===== src/rtl/id_hazard_stage.sv =====
// Instruction-decode stage: control decode, register file, EX/MEM/WB operand
// forwarding, in-ID beq/bne resolution, load-use stall and the ID/EX register.
module id_hazard_stage #(
  parameter int REG_WIDTH      = 8,
  parameter int REG_FILE_DEPTH = 8,
  parameter int REG_DIR_WIDTH  = 3,
  parameter int IMM_IN_WIDTH   = 6,
  parameter int PC_WIDTH       = 6
) (
  input  logic                     clk,
  input  logic                     rst,
  input  logic [31:0]              instr,
  input  logic [PC_WIDTH-1:0]      pc_next,
  input  logic                     idex_flush,
  input  logic                     wb_reg_write,
  input  logic [REG_DIR_WIDTH-1:0] wb_reg,
  input  logic [REG_WIDTH-1:0]     wb_data,
  input  logic [REG_WIDTH-1:0]     ex_alu_result,
  input  logic                     exmem_reg_write,
  input  logic [REG_DIR_WIDTH-1:0] exmem_reg,
  input  logic [REG_WIDTH-1:0]     mem_fwd_data,
  output logic                     stall,
  output logic                     if_flush,
  output logic [PC_WIDTH-1:0]      branch_target,
  output logic [7:0]               idex_ctrl,
  output logic [REG_WIDTH-1:0]     idex_rd1,
  output logic [REG_WIDTH-1:0]     idex_rd2,
  output logic [REG_WIDTH-1:0]     idex_imm,
  output logic [REG_DIR_WIDTH-1:0] idex_rs,
  output logic [REG_DIR_WIDTH-1:0] idex_rt,
  output logic [REG_DIR_WIDTH-1:0] idex_rd
);

  localparam logic [5:0] OP_RTYPE = 6'b000000;
  localparam logic [5:0] OP_LW    = 6'b100011;
  localparam logic [5:0] OP_SW    = 6'b101011;
  localparam logic [5:0] OP_ADDI  = 6'b001000;
  localparam logic [5:0] OP_BEQ   = 6'b000100;
  localparam logic [5:0] OP_BNE   = 6'b000101;

  typedef struct packed {
    logic       reg_write;
    logic       mem_to_reg;
    logic       mem_read;
    logic       mem_write;
    logic       alu_src;
    logic       reg_dst;
    logic [1:0] alu_op;
  } ctrl_t;

  // ---------------------------------------------------------------------------
  // Instruction fields
  // ---------------------------------------------------------------------------
  logic [5:0]              op;
  logic [REG_DIR_WIDTH-1:0] rs;
  logic [REG_DIR_WIDTH-1:0] rt;
  logic [REG_DIR_WIDTH-1:0] rd;
  logic [IMM_IN_WIDTH-1:0] imm_raw;
  logic [31:0]             imm_sext;

  assign op       = instr[31:26];
  assign rs       = instr[21 +: REG_DIR_WIDTH];
  assign rt       = instr[16 +: REG_DIR_WIDTH];
  assign rd       = instr[11 +: REG_DIR_WIDTH];
  assign imm_raw  = instr[IMM_IN_WIDTH-1:0];
  assign imm_sext = {{(32-IMM_IN_WIDTH){imm_raw[IMM_IN_WIDTH-1]}}, imm_raw};

  // Bits that no field consumes under the current parameters.
  logic unused_bits;
  assign unused_bits = ^{instr, imm_sext};

  // ---------------------------------------------------------------------------
  // Control decode
  // ---------------------------------------------------------------------------
  ctrl_t ctrl_dec;
  logic  is_branch;
  logic  is_bne;
  logic  uses_rt;

  always_comb begin
    // NOTE: every output of a combinational block gets a default up front so
    // no path through the case leaves it unassigned and infers a latch.
    ctrl_dec  = '0;
    is_branch = 1'b0;
    is_bne    = 1'b0;
    uses_rt   = 1'b0;
    case (op)
      OP_RTYPE: begin
        ctrl_dec = '{reg_write: 1'b1, mem_to_reg: 1'b0, mem_read: 1'b0, mem_write: 1'b0,
                     alu_src: 1'b0, reg_dst: 1'b1, alu_op: 2'b10};
        uses_rt  = 1'b1;
      end
      OP_LW: begin
        ctrl_dec = '{reg_write: 1'b1, mem_to_reg: 1'b1, mem_read: 1'b1, mem_write: 1'b0,
                     alu_src: 1'b1, reg_dst: 1'b0, alu_op: 2'b00};
      end
      OP_SW: begin
        ctrl_dec = '{reg_write: 1'b0, mem_to_reg: 1'b0, mem_read: 1'b0, mem_write: 1'b1,
                     alu_src: 1'b1, reg_dst: 1'b0, alu_op: 2'b00};
        uses_rt  = 1'b1;
      end
      OP_ADDI: begin
        ctrl_dec = '{reg_write: 1'b1, mem_to_reg: 1'b0, mem_read: 1'b0, mem_write: 1'b0,
                     alu_src: 1'b1, reg_dst: 1'b0, alu_op: 2'b00};
      end
      OP_BEQ, OP_BNE: begin
        ctrl_dec.alu_op = 2'b01;
        is_branch       = 1'b1;
        is_bne          = (op == OP_BNE);
        uses_rt         = 1'b1;
      end
      default: ;
    endcase
  end

  // ---------------------------------------------------------------------------
  // Register file
  // ---------------------------------------------------------------------------
  logic [REG_WIDTH-1:0] regs_q [REG_FILE_DEPTH];
  logic                 rf_we;

  assign rf_we = wb_reg_write && (wb_reg != '0) && (int'(wb_reg) < REG_FILE_DEPTH);

  // NOTE: the register file is small and must read as zero out of reset, so it
  // is reset like any other state rather than left as an uninitialised RAM.
  always_ff @(posedge clk or negedge rst) begin
    if (!rst) begin
      for (int i = 0; i < REG_FILE_DEPTH; i++) begin
        regs_q[i] <= '0;
      end
    end else if (rf_we) begin
      regs_q[wb_reg] <= wb_data;
    end
  end

  // ---------------------------------------------------------------------------
  // ID/EX register state
  // ---------------------------------------------------------------------------
  ctrl_t                    ctrl_q,  ctrl_d;
  logic [REG_WIDTH-1:0]     rd1_q,   rd1_d;
  logic [REG_WIDTH-1:0]     rd2_q,   rd2_d;
  logic [REG_WIDTH-1:0]     imm_q,   imm_d;
  logic [REG_DIR_WIDTH-1:0] rs_q,    rs_d;
  logic [REG_DIR_WIDTH-1:0] rt_q,    rt_d;
  logic [REG_DIR_WIDTH-1:0] rd_q,    rd_d;

  // ---------------------------------------------------------------------------
  // Operand forwarding: r0, EX, MEM, WB, then register file
  // ---------------------------------------------------------------------------
  logic [REG_DIR_WIDTH-1:0] ex_dest;
  logic                     ex_fwd_en;
  logic [REG_DIR_WIDTH-1:0] src  [2];
  logic [REG_WIDTH-1:0]     opnd [2];

  assign ex_dest   = ctrl_q.reg_dst ? rd_q : rt_q;
  // A load in EX has no result yet; the stall logic covers that case.
  assign ex_fwd_en = ctrl_q.reg_write && !ctrl_q.mem_read;
  assign src[0]    = rs;
  assign src[1]    = rt;

  always_comb begin
    for (int i = 0; i < 2; i++) begin
      opnd[i] = '0;
      if (src[i] == '0) begin
        opnd[i] = '0;
      end else if (ex_fwd_en && (ex_dest == src[i])) begin
        opnd[i] = ex_alu_result;
      end else if (exmem_reg_write && (exmem_reg == src[i])) begin
        opnd[i] = mem_fwd_data;
      end else if (wb_reg_write && (wb_reg == src[i])) begin
        opnd[i] = wb_data;
      end else if (int'(src[i]) < REG_FILE_DEPTH) begin
        opnd[i] = regs_q[src[i]];
      end
    end
  end

  // ---------------------------------------------------------------------------
  // Load-use hazard and branch resolution
  // ---------------------------------------------------------------------------
  logic ops_equal;
  logic ex_bubble;

  assign stall = ctrl_q.mem_read && (rt_q != '0) &&
                 ((rt_q == rs) || ((rt_q == rt) && uses_rt));

  assign ops_equal     = (opnd[0] == opnd[1]);
  assign if_flush      = is_branch && !stall && (is_bne ? !ops_equal : ops_equal);
  assign branch_target = pc_next + imm_sext[PC_WIDTH-1:0];

  assign ex_bubble = stall || idex_flush;

  always_comb begin
    ctrl_d = '0;
    rd1_d  = '0;
    rd2_d  = '0;
    imm_d  = '0;
    rs_d   = '0;
    rt_d   = '0;
    rd_d   = '0;
    if (!ex_bubble) begin
      ctrl_d = ctrl_dec;
      rd1_d  = opnd[0];
      rd2_d  = opnd[1];
      imm_d  = imm_sext[REG_WIDTH-1:0];
      rs_d   = rs;
      rt_d   = rt;
      rd_d   = rd;
    end
  end

  // NOTE: sequential state is updated with non-blocking assignments so every
  // flop samples the pre-edge values regardless of statement order.
  always_ff @(posedge clk or negedge rst) begin
    if (!rst) begin
      ctrl_q <= '0;
      rd1_q  <= '0;
      rd2_q  <= '0;
      imm_q  <= '0;
      rs_q   <= '0;
      rt_q   <= '0;
      rd_q   <= '0;
    end else begin
      ctrl_q <= ctrl_d;
      rd1_q  <= rd1_d;
      rd2_q  <= rd2_d;
      imm_q  <= imm_d;
      rs_q   <= rs_d;
      rt_q   <= rt_d;
      rd_q   <= rd_d;
    end
  end

  assign idex_ctrl = ctrl_q;
  assign idex_rd1  = rd1_q;
  assign idex_rd2  = rd2_q;
  assign idex_imm  = imm_q;
  assign idex_rs   = rs_q;
  assign idex_rt   = rt_q;
  assign idex_rd   = rd_q;

endmodule


===== config.mk =====
export PLATFORM = sky130hd
export DESIGN_NAME = id_hazard_stage
export DESIGN_NICKNAME = d
export VERILOG_FILES = /design/src/rtl/id_hazard_stage.sv
export SDC_FILE = /design/constraint.sdc
export NUM_CORES = 1
export LEC_CHECK = 0
export ABC_AREA = 1
export BUFFER_PORTS_ARGS = -buffer_cell sky130_fd_sc_hd__buf_4
export CAP_MARGIN = 5
export CORE_MARGIN = 5
export CORE_UTILIZATION = 56
export DETAILED_ROUTE_END_ITERATION = 8
export PLACE_DENSITY = 0.91
export SYNTH_ARGS = -nofsm -noshare
export SYNTH_HDL_FRONTEND = slang
export SYNTH_SLANG_ARGS = --single-unit
export TNS_END_PERCENT = 100

===== constraint.sdc =====
create_clock -name clk -period 2.82 [get_ports clk]
set_clock_uncertainty 0.2 [all_clocks]
set_input_delay 0.141 -clock clk [delete_from_list [all_inputs] [get_ports clk]]
set_output_delay 0.141 -clock clk [all_outputs]
set_load 0.02 [all_outputs]

==> qor.yml <==
cp.arrival_ns: 2.64
grt_pass1_wl_mm: 33.0
overflow: 0
globalplace.congestion: 0.962
utilization: 0.739
coreArea_sq_um: 10900
ys.flop_type: "dfrtp_1"
rows: 38
synth_edf_count: 0
root_buffer: "clkbuf_16"
wl_mm: 21.4
antenna_found_initial: 1
grt_max_degree: 55
setup_tns_ns: -0.173
peakVddDrop_v: 0.000425
die_height_microns: 116
yosysWarnings: 0
violations: "hold timing, setup timing"
clkTransAtPathRegs_ns: 0.07
slew-limit-headroom: 0.557
place.port_buffers: 110
drive_above_1_share: 0.210
synth_nets: 1017
syn_area_sq_um: 6300
setup_ws_ns: -0.162
drc: 0
die-width_microns: 116
maxCapViolCount: 0
antenna_left: 0
max_freq_ghz: 0.335
cts_sinks: 102
tightest_slew_ns: 0.662
status: "finished with violations"
first_iter_violations: 1422
drv_slew: 0
htree_levels: 3
setup.worst_path.end_class: "output pin"
hold_path_depth: 3
setup_viol: 2
cp_max_fo: 7
wire_per_inst_microns: 17.6
avgSynthCellArea_sq_um: 6.71
netlist_instances: 938
cts_buffers: 9
critPathKind: "reg -> out"
critPathLaunchType: "flop"
clockBufferDepth: 2
reg2reg_depth: 6
ys_types: 29
synthArstFlopShare: 1.00
grt_pass1_vias: 6741
ys_seq_area_frac: 0.405
grtUsageTotal: 0.310
vias: 7172
p_leak_uw: 0.00427
fin_nets: 1147
pwr_density_cell_nw_per_um2: 525
min_period_over_period: 1.06
hp-class: "in -> reg"
hold_ws_ns: -0.00735
worstPathRequired_ns: 2.48
drt_first_pass_iters: 7
hold_viol: 3
io_pins: 122
clock_latency_ns: 0.37
dp_hpwl_mm: 13.4
areaGrowthSynthToFinish_pct: 28.3
n_fill_cell: 763
cts_tree: "built"
min_period_ns: 2.98
die-area_sq_um: 13500
rsz0062_at_grt: "true"
synth-seq-cells: 102
via_per_inst: 5.91
initial_core_util: 0.576
-- layout by cell type, fill, tap and decap left out, drive strengths merged --
cell         synthesis  routed
buf                 32     142
dfrtp              102     102
clkinv               0       1
clkbuf              19      12
o21bai               1       1
o211ai               5       5
xnor2                8       8
nand2              318     318
fa                   1       1
nand3              153     153
a21boi               1       1
a211oi               1       1
nor3                 1       1
dlygate4sd3          0      28
ha                   5       5
xor2                 7       7
inv                 93      96
o21ai               62      62
diode                0       1
nand4                3       3
o31ai                1       1
nor4                 1       1
a21oi               22      22
nor2               102     102
-- cell usage after synthesis, types with 4 or more instances --
cell / n / share of area
o21ai_0: 59 / 0.047
nand3_1: 149 / 0.12
o211ai_1: 5 / 0.0060
a21oi_1: 22 / 0.017
buf_4: 6 / 0.0072
nand2_1: 311 / 0.19
clkbuf_1: 19 / 0.011
inv_2: 5 / 0.0030
xnor2_1: 8 / 0.011
nand3_2: 4 / 0.0064
nand2_2: 7 / 0.0070
nor2_2: 5 / 0.0050
inv_1: 88 / 0.052
nor2_1: 96 / 0.057
ha_1: 5 / 0.0099
xor2_1: 7 / 0.0097
buf_2: 23 / 0.018
dfrtp_1: 102 / 0.41
-- cell families (layout without fill, tap and decap cells) --
family | count (synthesis) | in the layout | synth area share
AO/OA/AOI/OAI | 93 | 93 | 0.0775
XOR/XNOR | 15 | 15 | 0.0209
adder cells (fa/ha/maj) | 6 | 6 | 0.0131
buffers and inverters | 144 | 279 | 0.0975
flip-flops | 102 | 102 | 0.405
other | 0 | 1 | 0
AND/OR/NAND/NOR | 578 | 578 | 0.386
-- where the power goes --
part / switching (uW) / total (uW) / leakage [uW] / internal, uW
clock network: 599 / 1260 / 0.000146 / 662
registers: 144 / 1790 / 0.00131 / 1650
logic: 716 / 1180 / 0.00282 / 468
total: 1460 / 4240 / 0.00427 / 2780
-- final timing paths --
kind                         startpoint           end  slack (ns)
min in group asynchronous           rst   idex_rd1[1]        0.14
max                        idex_ctrl[2]      if_flush       -0.16
max in group asynchronous           rst  idex_ctrl[2]        1.58
min reg2reg                  regs_q[62]    regs_q[62]        0.20
min                          wb_data[3]     regs_q[3]      -0.007
max reg2reg                  idex_rt[2]  idex_ctrl[3]        0.37
-- sequential cells by signal, indices dropped and copies added, names as in the netlist --
signal and count:
regs_q 64, idex_rd1 8, idex_rd2 8, idex_ctrl 7, idex_imm 6, idex_rd 3, idex_rs 3, idex_rt 3
-- per-layer routing --
| layer | share of wire | vias up | routed length, microns | global-route usage |
|---|---|---|---|---|
| met2 | 0.46 | 555 | 9770 | 0.494 |
| li1 | - | 3214 | - | - |
| met3 | 0.11 | 164 | 2400 | 0.0726 |
| met4 | 0.072 | 0 | 1550 | 0.148 |
| met1 | 0.36 | 3239 | 7700 | 0.399 |
| met5 | 0 | - | 0 | 0 |
-- critical path, stage by stage, from the launching register on --
cell,delay [ns]
dfrtp_2,0.48
inv_4,0.13
nand2_1,0.12
nand3_2,0.08
nand3_2,0.11
nor2_4,0.23
buf_6,0.15
nand2_2,0.05
nand2_2,0.06
inv_1,0.05
nand2_1,0.08
nand2_1,0.08
nand2_2,0.08
nand3_2,0.09
nor2_4,0.12
nand3_2,0.09
nand2_2,0.07
nor2_2,0.04
buf_6,0.13
-- through the flow --
step                std cells  area (sq um)  power [uW]  setup slack (ns)
finish                   1214          8080        4240            -0.162
global route             1214          8080        4450            -0.289
CTS                      1211          7900        4140           0.00384
detailed placement       1165          7270        2860             0.185
global placement         1165          7270        2820             0.214
floorplan                 938          6300        2460             0.403
-- repair_timing --
item	4_1_cts	5_1_grt
hold buffers	28	0
pin swaps	10	24
resized for setup	11	48
endpoints found under the hold margin	82	0
setup buffers	2	2
endpoints found under the setup margin	1	6
-- cell type report --
| type | count | area (sq um) | share of cell area |
|---|---|---|---|
| well taps | 140 | 175 | 0.0217 |
| inverters | 93 | 352 | 0.0435 |
| clock buffers | 12 | 256 | 0.0317 |
| flip-flops and latches | 102 | 2550 | 0.316 |
| multi-input cells | 692 | 3310 | 0.410 |
| clock inverters | 4 | 37.5 | 0.00464 |
| diodes | 1 | 2.50 | 0.000310 |
| repair buffers | 170 | 1390 | 0.172 |
No activity file was read; power rests on OpenSTA's default activity.
